[src/rtl/ahb_mem_arbiter_pkg.sv]
// ahb_mem_arbiter_pkg: shared encodings for the two-master AHB-Lite memory arbiter
//   htrans_t      AHB HTRANS encodings
//   port_state_t  per-port IDLE/PEND/DATA state
//   ARB_RR/ARB_FIXED  values for the ARB_MODE parameter
package ahb_mem_arbiter_pkg;
  typedef enum logic [1:0] {HT_IDLE = 2'b00, HT_BUSY = 2'b01, HT_NONSEQ = 2'b10, HT_SEQ = 2'b11} htrans_t;
  typedef enum logic [1:0] {ST_IDLE = 2'b00, ST_PEND = 2'b01, ST_DATA = 2'b10} port_state_t;
  localparam int ARB_RR    = 0;
  localparam int ARB_FIXED = 1;
endpackage

[src/rtl/ahb_mem_arbiter_port.sv]
// ahb_port_hold: one master port -- address-phase hold register, IDLE/PEND/DATA FSM, ready/rdata mux
//   clk, rst_n                     clock, async active-low reset
//   hsel/haddr/htrans1/hwrite/hsize/hready  master address phase (htrans1 = HTRANS[1])
//   grant                          arbiter grant (only asserted while pend and slave ready)
//   s_hreadyout, s_hrdata          slave response
//   hreadyout, hrdata              response to the master
//   pend, data                     state flags to the arbiter
//   hold_addr/hold_write/hold_size captured address phase replayed on the slave
module ahb_port_hold
  import ahb_mem_arbiter_pkg::*;
#(
  parameter int ADDR_WIDTH = 32
) (
  input  logic                  clk,
  input  logic                  rst_n,
  input  logic                  hsel,
  input  logic [ADDR_WIDTH-1:0] haddr,
  input  logic                  htrans1,
  input  logic                  hwrite,
  input  logic [2:0]            hsize,
  input  logic                  hready,
  input  logic                  grant,
  input  logic                  s_hreadyout,
  input  logic [31:0]           s_hrdata,
  output logic                  hreadyout,
  output logic [31:0]           hrdata,
  output logic                  pend,
  output logic                  data,
  output logic [ADDR_WIDTH-1:0] hold_addr,
  output logic                  hold_write,
  output logic [2:0]            hold_size
);
  port_state_t state;
  logic cap, free;
  // NONSEQ and SEQ both capture; IDLE/BUSY never do and see a zero-wait OKAY
  assign cap  = hsel & htrans1 & hready;
  // the hold register may only be overwritten once the previous transfer is gone
  assign free = (state == ST_IDLE) | ((state == ST_DATA) & s_hreadyout);
  always_ff @(posedge clk or negedge rst_n)
    if (!rst_n) begin
      state      <= ST_IDLE;
      hold_addr  <= '0;
      hold_write <= 1'b0;
      hold_size  <= '0;
    end else begin
      state <= (state == ST_PEND) ? (grant ? ST_DATA : ST_PEND) :
               free ? (cap ? ST_PEND : ST_IDLE) : state;
      if (free && cap) begin
        hold_addr  <= haddr;
        hold_write <= hwrite;
        hold_size  <= hsize;
      end
    end
  assign pend      = state == ST_PEND;
  assign data      = state == ST_DATA;
  assign hreadyout = pend ? 1'b0 : data ? s_hreadyout : 1'b1;
  assign hrdata    = data ? s_hrdata : '0;
endmodule

[src/rtl/ahb_mem_arbiter.sv]
// ahb_mem_arbiter: shares one AHB-Lite memory slave between masters M0 and M1
//   HCLK, HRESETn       clock, async active-low reset
//   Mx_*                master-side AHB-Lite slave port (x = 0, 1)
//   S_*                 slave-side AHB-Lite master port
//   ARB_MODE            ARB_RR (alternate on contention) or ARB_FIXED (M0 wins)
module ahb_mem_arbiter
  import ahb_mem_arbiter_pkg::*;
#(
  parameter int ARB_MODE   = ARB_RR,
  parameter int ADDR_WIDTH = 32
) (
  input  logic                  HCLK,
  input  logic                  HRESETn,
  input  logic                  M0_HSEL,
  input  logic [ADDR_WIDTH-1:0] M0_HADDR,
  input  logic [1:0]            M0_HTRANS,
  input  logic                  M0_HWRITE,
  input  logic [2:0]            M0_HSIZE,
  input  logic [31:0]           M0_HWDATA,
  input  logic                  M0_HREADY,
  output logic                  M0_HREADYOUT,
  output logic [31:0]           M0_HRDATA,
  input  logic                  M1_HSEL,
  input  logic [ADDR_WIDTH-1:0] M1_HADDR,
  input  logic [1:0]            M1_HTRANS,
  input  logic                  M1_HWRITE,
  input  logic [2:0]            M1_HSIZE,
  input  logic [31:0]           M1_HWDATA,
  input  logic                  M1_HREADY,
  output logic                  M1_HREADYOUT,
  output logic [31:0]           M1_HRDATA,
  output logic                  S_HSEL,
  output logic [ADDR_WIDTH-1:0] S_HADDR,
  output logic [1:0]            S_HTRANS,
  output logic                  S_HWRITE,
  output logic [2:0]            S_HSIZE,
  output logic [31:0]           S_HWDATA,
  output logic                  S_HREADY,
  input  logic                  S_HREADYOUT,
  input  logic [31:0]           S_HRDATA
);
  logic [1:0] pend, data, gnt, hwr;
  logic [ADDR_WIDTH-1:0] ha0, ha1;
  logic [2:0] hs0, hs1;
  logic last_grant, pick0, unused;
  // SEQ is always reissued as NONSEQ, so HTRANS[0] carries no information here
  assign unused = M0_HTRANS[0] ^ M1_HTRANS[0];
  ahb_port_hold #(.ADDR_WIDTH(ADDR_WIDTH)) u_p0 (
    .clk(HCLK), .rst_n(HRESETn), .hsel(M0_HSEL), .haddr(M0_HADDR), .htrans1(M0_HTRANS[1]),
    .hwrite(M0_HWRITE), .hsize(M0_HSIZE), .hready(M0_HREADY), .grant(gnt[0]),
    .s_hreadyout(S_HREADYOUT), .s_hrdata(S_HRDATA), .hreadyout(M0_HREADYOUT), .hrdata(M0_HRDATA),
    .pend(pend[0]), .data(data[0]), .hold_addr(ha0), .hold_write(hwr[0]), .hold_size(hs0)
  );
  ahb_port_hold #(.ADDR_WIDTH(ADDR_WIDTH)) u_p1 (
    .clk(HCLK), .rst_n(HRESETn), .hsel(M1_HSEL), .haddr(M1_HADDR), .htrans1(M1_HTRANS[1]),
    .hwrite(M1_HWRITE), .hsize(M1_HSIZE), .hready(M1_HREADY), .grant(gnt[1]),
    .s_hreadyout(S_HREADYOUT), .s_hrdata(S_HRDATA), .hreadyout(M1_HREADYOUT), .hrdata(M1_HRDATA),
    .pend(pend[1]), .data(data[1]), .hold_addr(ha1), .hold_write(hwr[1]), .hold_size(hs1)
  );
  // M0 wins if alone, if fixed priority, or if M1 had the previous grant (last_grant=1)
  assign pick0  = pend[0] & (~pend[1] | (ARB_MODE == ARB_FIXED) | last_grant);
  // a new address phase can only be placed while the slave is accepting one
  assign gnt[0] = S_HREADYOUT & pick0;
  assign gnt[1] = S_HREADYOUT & pend[1] & ~pick0;
  always_ff @(posedge HCLK or negedge HRESETn)
    if (!HRESETn) last_grant <= 1'b1;
    else if (|gnt) last_grant <= gnt[1];
  assign S_HSEL   = |gnt;
  assign S_HTRANS = (|gnt) ? HT_NONSEQ : HT_IDLE;
  assign S_HADDR  = gnt[0] ? ha0 : gnt[1] ? ha1 : '0;
  assign S_HWRITE = gnt[0] ? hwr[0] : gnt[1] & hwr[1];
  assign S_HSIZE  = gnt[0] ? hs0 : gnt[1] ? hs1 : '0;
  assign S_HWDATA = data[0] ? M0_HWDATA : data[1] ? M1_HWDATA : '0;
  assign S_HREADY = S_HREADYOUT;
endmodule
[config.mk]
export PLATFORM = sky130hd
export DESIGN_NAME = ahb_mem_arbiter
export DESIGN_NICKNAME = d
export VERILOG_FILES = /design/src/rtl/ahb_mem_arbiter_pkg.sv /design/src/rtl/ahb_mem_arbiter_port.sv /design/src/rtl/ahb_mem_arbiter.sv
export SDC_FILE = /design/constraint.sdc
export NUM_CORES = 1
export LEC_CHECK = 0
export CORE_AREA = 2 2 123 125
export CTS_BUF_LIST = sky130_fd_sc_hd__clkbuf_2
export DETAILED_ROUTE_END_ITERATION = 6
export DIE_AREA = 0 0 125 127
export HOLD_SLACK_MARGIN = 0.06
export PLACE_DENSITY = 0.74
export SKIP_LAST_GASP = 1
export SLEW_MARGIN = 10
export SYNTH_ARGS = -nofsm -noshare
export SYNTH_HDL_FRONTEND = slang
export SYNTH_SLANG_ARGS = --single-unit
[constraint.sdc]
create_clock -name HCLK -period 1.8 [get_ports HCLK]
set_input_delay 0.45 -clock HCLK [delete_from_list [all_inputs] [get_ports HCLK]]
set_output_delay 0.45 -clock HCLK [all_outputs]
set_load 0.05 [all_outputs]
==> summary.json <==
{
  "outcome": {"value": "complete, but fails checks"},
  "failed_checks": {"value": "negative setup slack"},
  "drv_slew": {"value": 0},
  "post_synth_instance_area": {"value": 0.00429, "unit": "mm^2"},
  "critPathMostFrequentCell": {"value": "buf_12"},
  "critical_path_required": {"value": 1350, "unit": "ps"},
  "synthesis.area_per_instance": {"value": 12.7, "unit": "um^2"},
  "clk_latency": {"value": 560, "unit": "ps"},
  "critPathSlowestCell": {"value": "dfrtp_1"},
  "layout.cells.non_filler": {"value": 877},
  "layout.area.seq": {"value": 0.00193, "unit": "mm^2"},
  "global_route_wire_length_before_repair": {"value": 30.2, "unit": "mm"},
  "floorplan.core_area": {"value": 0.0144, "unit": "mm^2"},
  "remaining_drc_errors": {"value": 0},
  "grt_util_met2": {"value": 0.490},
  "via_per_instance_ratio": {"value": 4.95},
  "worstReg2RegStart": {"value": "u_p0.state[0]$_DFFE_PN0P_"},
  "crit_chain": {"value": "and2b_2 > a21oi_4 > buf_12 > a22o_2 > buf_12"},
  "grt.overflow.total": {"value": 0},
  "maximum_single_stage_delay_on_the_critical_path": {"value": 470, "unit": "ps"},
  "firstDrtPassIters": {"value": 6},
  "worst_ep_arrival_time": {"value": 2060, "unit": "ps"},
  "final.fill_count": {"value": 947},
  "starting_utilization_of_the_core_area": {"value": 0.297},
  "setup_crit_end_kind": {"value": "primary output"},
  "reg2reg_slack": {"value": -100, "unit": "ps"},
  "floorplan.die_area": {"value": 0.0159, "unit": "mm^2"},
  "port_buffers": {"value": 313},
  "utilization": {"value": 0.711},
  "vdd_drop_max": {"value": 0.891, "unit": "mV"},
  "multiInputGateArea": {"value": 0.00268, "unit": "mm^2"},
  "leading_cell_type_in_the_layout_fill_and_taps_excluded": {"value": "clkdlybuf4s50_1"},
  "power_switching_share": {"value": 0.435},
  "setup_viol": {"value": 165},
  "netlist-cell-type-count": {"value": 29},
  "clk_pin_slew_worst_paths": {"value": 260, "unit": "ps"},
  "number_of_violations_reported_at_the_end_of_detailed_routing_iteration_0": {"value": 210},
  "comb_power_share": {"value": 0.751},
  "hold_violations": {"value": 0},
  "clock_sinks": {"value": 77},
  "detailed_route_wire_length_per_cell": {"value": 24.2, "unit": "um"},
  "synth-seq-area-share": {"value": 0.449},
  "yosys_reg_bits": {"value": 77},
  "drive_above_1_share": {"value": 0.572},
  "maximum_buffer_depth_of_the_clock_tree": {"value": 2},
  "numPlacedInstances": {"value": 833},
  "period_needed": {"value": 2510, "unit": "ps"},
  "fin_nets": {"value": 866},
  "fin_ws": {"value": -708, "unit": "ps"},
  "die-height": {"value": 127, "unit": "um"},
  "grt_setup_unrepaired": {"value": "yes"},
  "r2r_cells": {"value": 7},
  "post-dp-hpwl": {"value": 15.8, "unit": "mm"},
  "sum_of_negative_setup_slack": {"value": -84290, "unit": "ps"},
  "p_seq_frac": {"value": 0.196},
  "dp_worst_setup_slack": {"value": -545, "unit": "ps"},
  "power_per_cell_area": {"value": 1620, "unit": "mW/mm^2"},
  "clock.fmax": {"value": 399, "unit": "MHz"},
  "cellInternalPower": {"value": 9.41, "unit": "mW"},
  "route.final.wire_length": {"value": 21.2, "unit": "mm"},
  "worstHoldPathType": {"value": "in2async"},
  "worstPathMaxFanout": {"value": 27},
  "worst_setup_path_start_kind": {"value": "register"},
  "globalRoute.busiestLayer": {"value": "met2"},
  "grt_max_degree": {"value": 53},
  "layout_stage_area_growth_over_the_synthesis_result": {"value": 139, "unit": "%"},
  "ctsRootBufferMaster": {"value": "clkbuf_2"},
  "max_cap_viol_count": {"value": 0},
  "final_area": {"value": 0.0103, "unit": "mm^2"},
  "floorplan.rows": {"value": 44},
  "most-common-layout-cells": {"value": "clkdlybuf4s50_1 (174), buf_12 (147), dfrtp_1 (75)"},
  "vias": {"value": 4338},
  "clock_power_share": {"value": 0.053},
  "antenna_violating_nets_post_route": {"value": 0},
  "grt.total_usage": {"value": 0.255},
  "grt_use_met1": {"value": 0.255},
  "met3_routing_resource_usage_after_global_routing": {"value": 0.0829},
  "cts_buf_count": {"value": 9},
  "routabilityCongestion": {"value": 0.915},
  "via_count_of_the_first_global_routing_pass": {"value": 4876},
  "synth_cells": {"value": 339},
  "io_pins": {"value": 317},
  "p_leak": {"value": 4.45, "unit": "nW"},
  "cts_tree": {"value": "done"},
  "timing.setup.critical_path_class": {"value": "reg2out"},
  "period_share": {"value": 1.39},
  "clock_skew": {"value": 33.1, "unit": "ps"},
  "clock_tree.htree_level_count": {"value": 3},
  "grt_antenna_before_repair": {"value": 0},
  "post_syn_nets": {"value": 518},
  "total_switching_power": {"value": 7.26, "unit": "mW"},
  "crit-reg2reg-capture": {"value": "u_p0.hold_addr[24]$_DFFE_PN0P_"},
  "yosysWarnings": {"value": 0},
  "placed_cell_area": {"value": 0.00927, "unit": "mm^2"},
  "die_w": {"value": 125, "unit": "um"}
}
## critical path, delay by kind of cell (launching register included)
family,cells,cell delay [ps]
buf+inv,2,340
flops,1,470
simple gates,1,260
compound gates,2,410
## power by group through the flow
stage | Clock (mW) | Sequential (mW) | Combinational, mW
floorplan | 0 | 3.00 | 5.84
global placement | 0 | 3.23 | 11.0
detailed placement | 0 | 3.25 | 11.2
CTS | 0.913 | 3.25 | 12.1
global route | 0.989 | 3.36 | 12.9
finish | 0.881 | 3.27 | 12.5
## state kept, by name, summed over array words and instances, names as in the netlist
name,count
last_grant,1
u_p0.hold_addr,32
u_p0.hold_size,3
u_p0.hold_write,1
u_p0.state,2
u_p1.hold_addr,32
u_p1.hold_size,3
u_p1.hold_write,1
u_p1.state,2
## area by class of cell
cell class	count	share of cell area
clock inverters	7	0.00586
repair buffers	368	0.517
well taps	184	0.0225
inverters	2	0.000976
clock buffers	9	0.00439
diodes	1	0.000244
flip-flops and latches	77	0.188
multi-input cells	229	0.261
## cell usage after synthesis (all sizes together)
| cell | n | area share |
|---|---|---|
| mux2 | 72 | 0.21 |
| and2b | 1 | 0.0018 |
| buf | 24 | 0.046 |
| o21a | 2 | 0.0035 |
| nand3b | 1 | 0.0018 |
| dfrtp | 76 | 0.44 |
| dfstp | 1 | 0.0061 |
| a21oi | 5 | 0.012 |
| clkbuf | 7 | 0.0061 |
| inv | 2 | 0.0017 |
| nand2 | 3 | 0.0026 |
| a22o | 68 | 0.14 |
| nor2b | 3 | 0.0050 |
| o211a | 1 | 0.0023 |
| and2 | 64 | 0.093 |
| o21ai | 2 | 0.0023 |
| conb | 1 | 0.00087 |
| o211ai | 1 | 0.0018 |
| nand4b | 2 | 0.011 |
| o21ba | 1 | 0.0023 |
| nand2b | 2 | 0.0029 |
## worst max-delay path by stage
stage | endpoint | start
2_1_floorplan | S_HADDR[11] | u_p0.state[1]$_DFFE_PN0P_
3_3_place_gp | S_HADDR[16] | S_HREADYOUT
3_5_place_dp | S_HADDR[18] | S_HREADYOUT
4_1_cts | S_HADDR[31] | u_p1.state[1]$_DFFE_PN0P_
5_1_grt | S_HWDATA[31] | u_p1.state[0]$_DFFE_PN0P_
6_report | S_HADDR[31] | u_p0.state[0]$_DFFE_PN0P_
## logic make-up after synthesis
logic type	synth area share
AOI/OAI and AO/OA	0.163
buffers and inverters	0.0540
and+or+nand+nor	0.118
other	0.000874
muxes	0.214
DFF	0.449
## layer usage
layer | up-vias | wire length, um
met5 | - | 0
met4 | 0 | 743
met3 | 47 | 1560
met2 | 200 | 11800
met1 | 2161 | 7140
li1 | 1930 | -
## stage by stage
step / hold slack (ps) / power [mW]
5_1_grt: 232 / 17.2
3_5_place_dp: 376 / 14.5
2_1_floorplan: 154 / 8.84
4_1_cts: 248 / 16.3
3_3_place_gp: 375 / 14.3
6_report: 293 / 16.7
## timing repair
action / in CTS / in global routing
hold endpoints to repair: 25 / 0
resized for setup: 62 / 43
endpoints found under the setup margin: 147 / 179
hold buffers: 1 / 0
buffers inserted: 11 / 11
pin swaps: 32 / 4
gates cloned: 6 / 5
(Power assumes the default switching activity.)
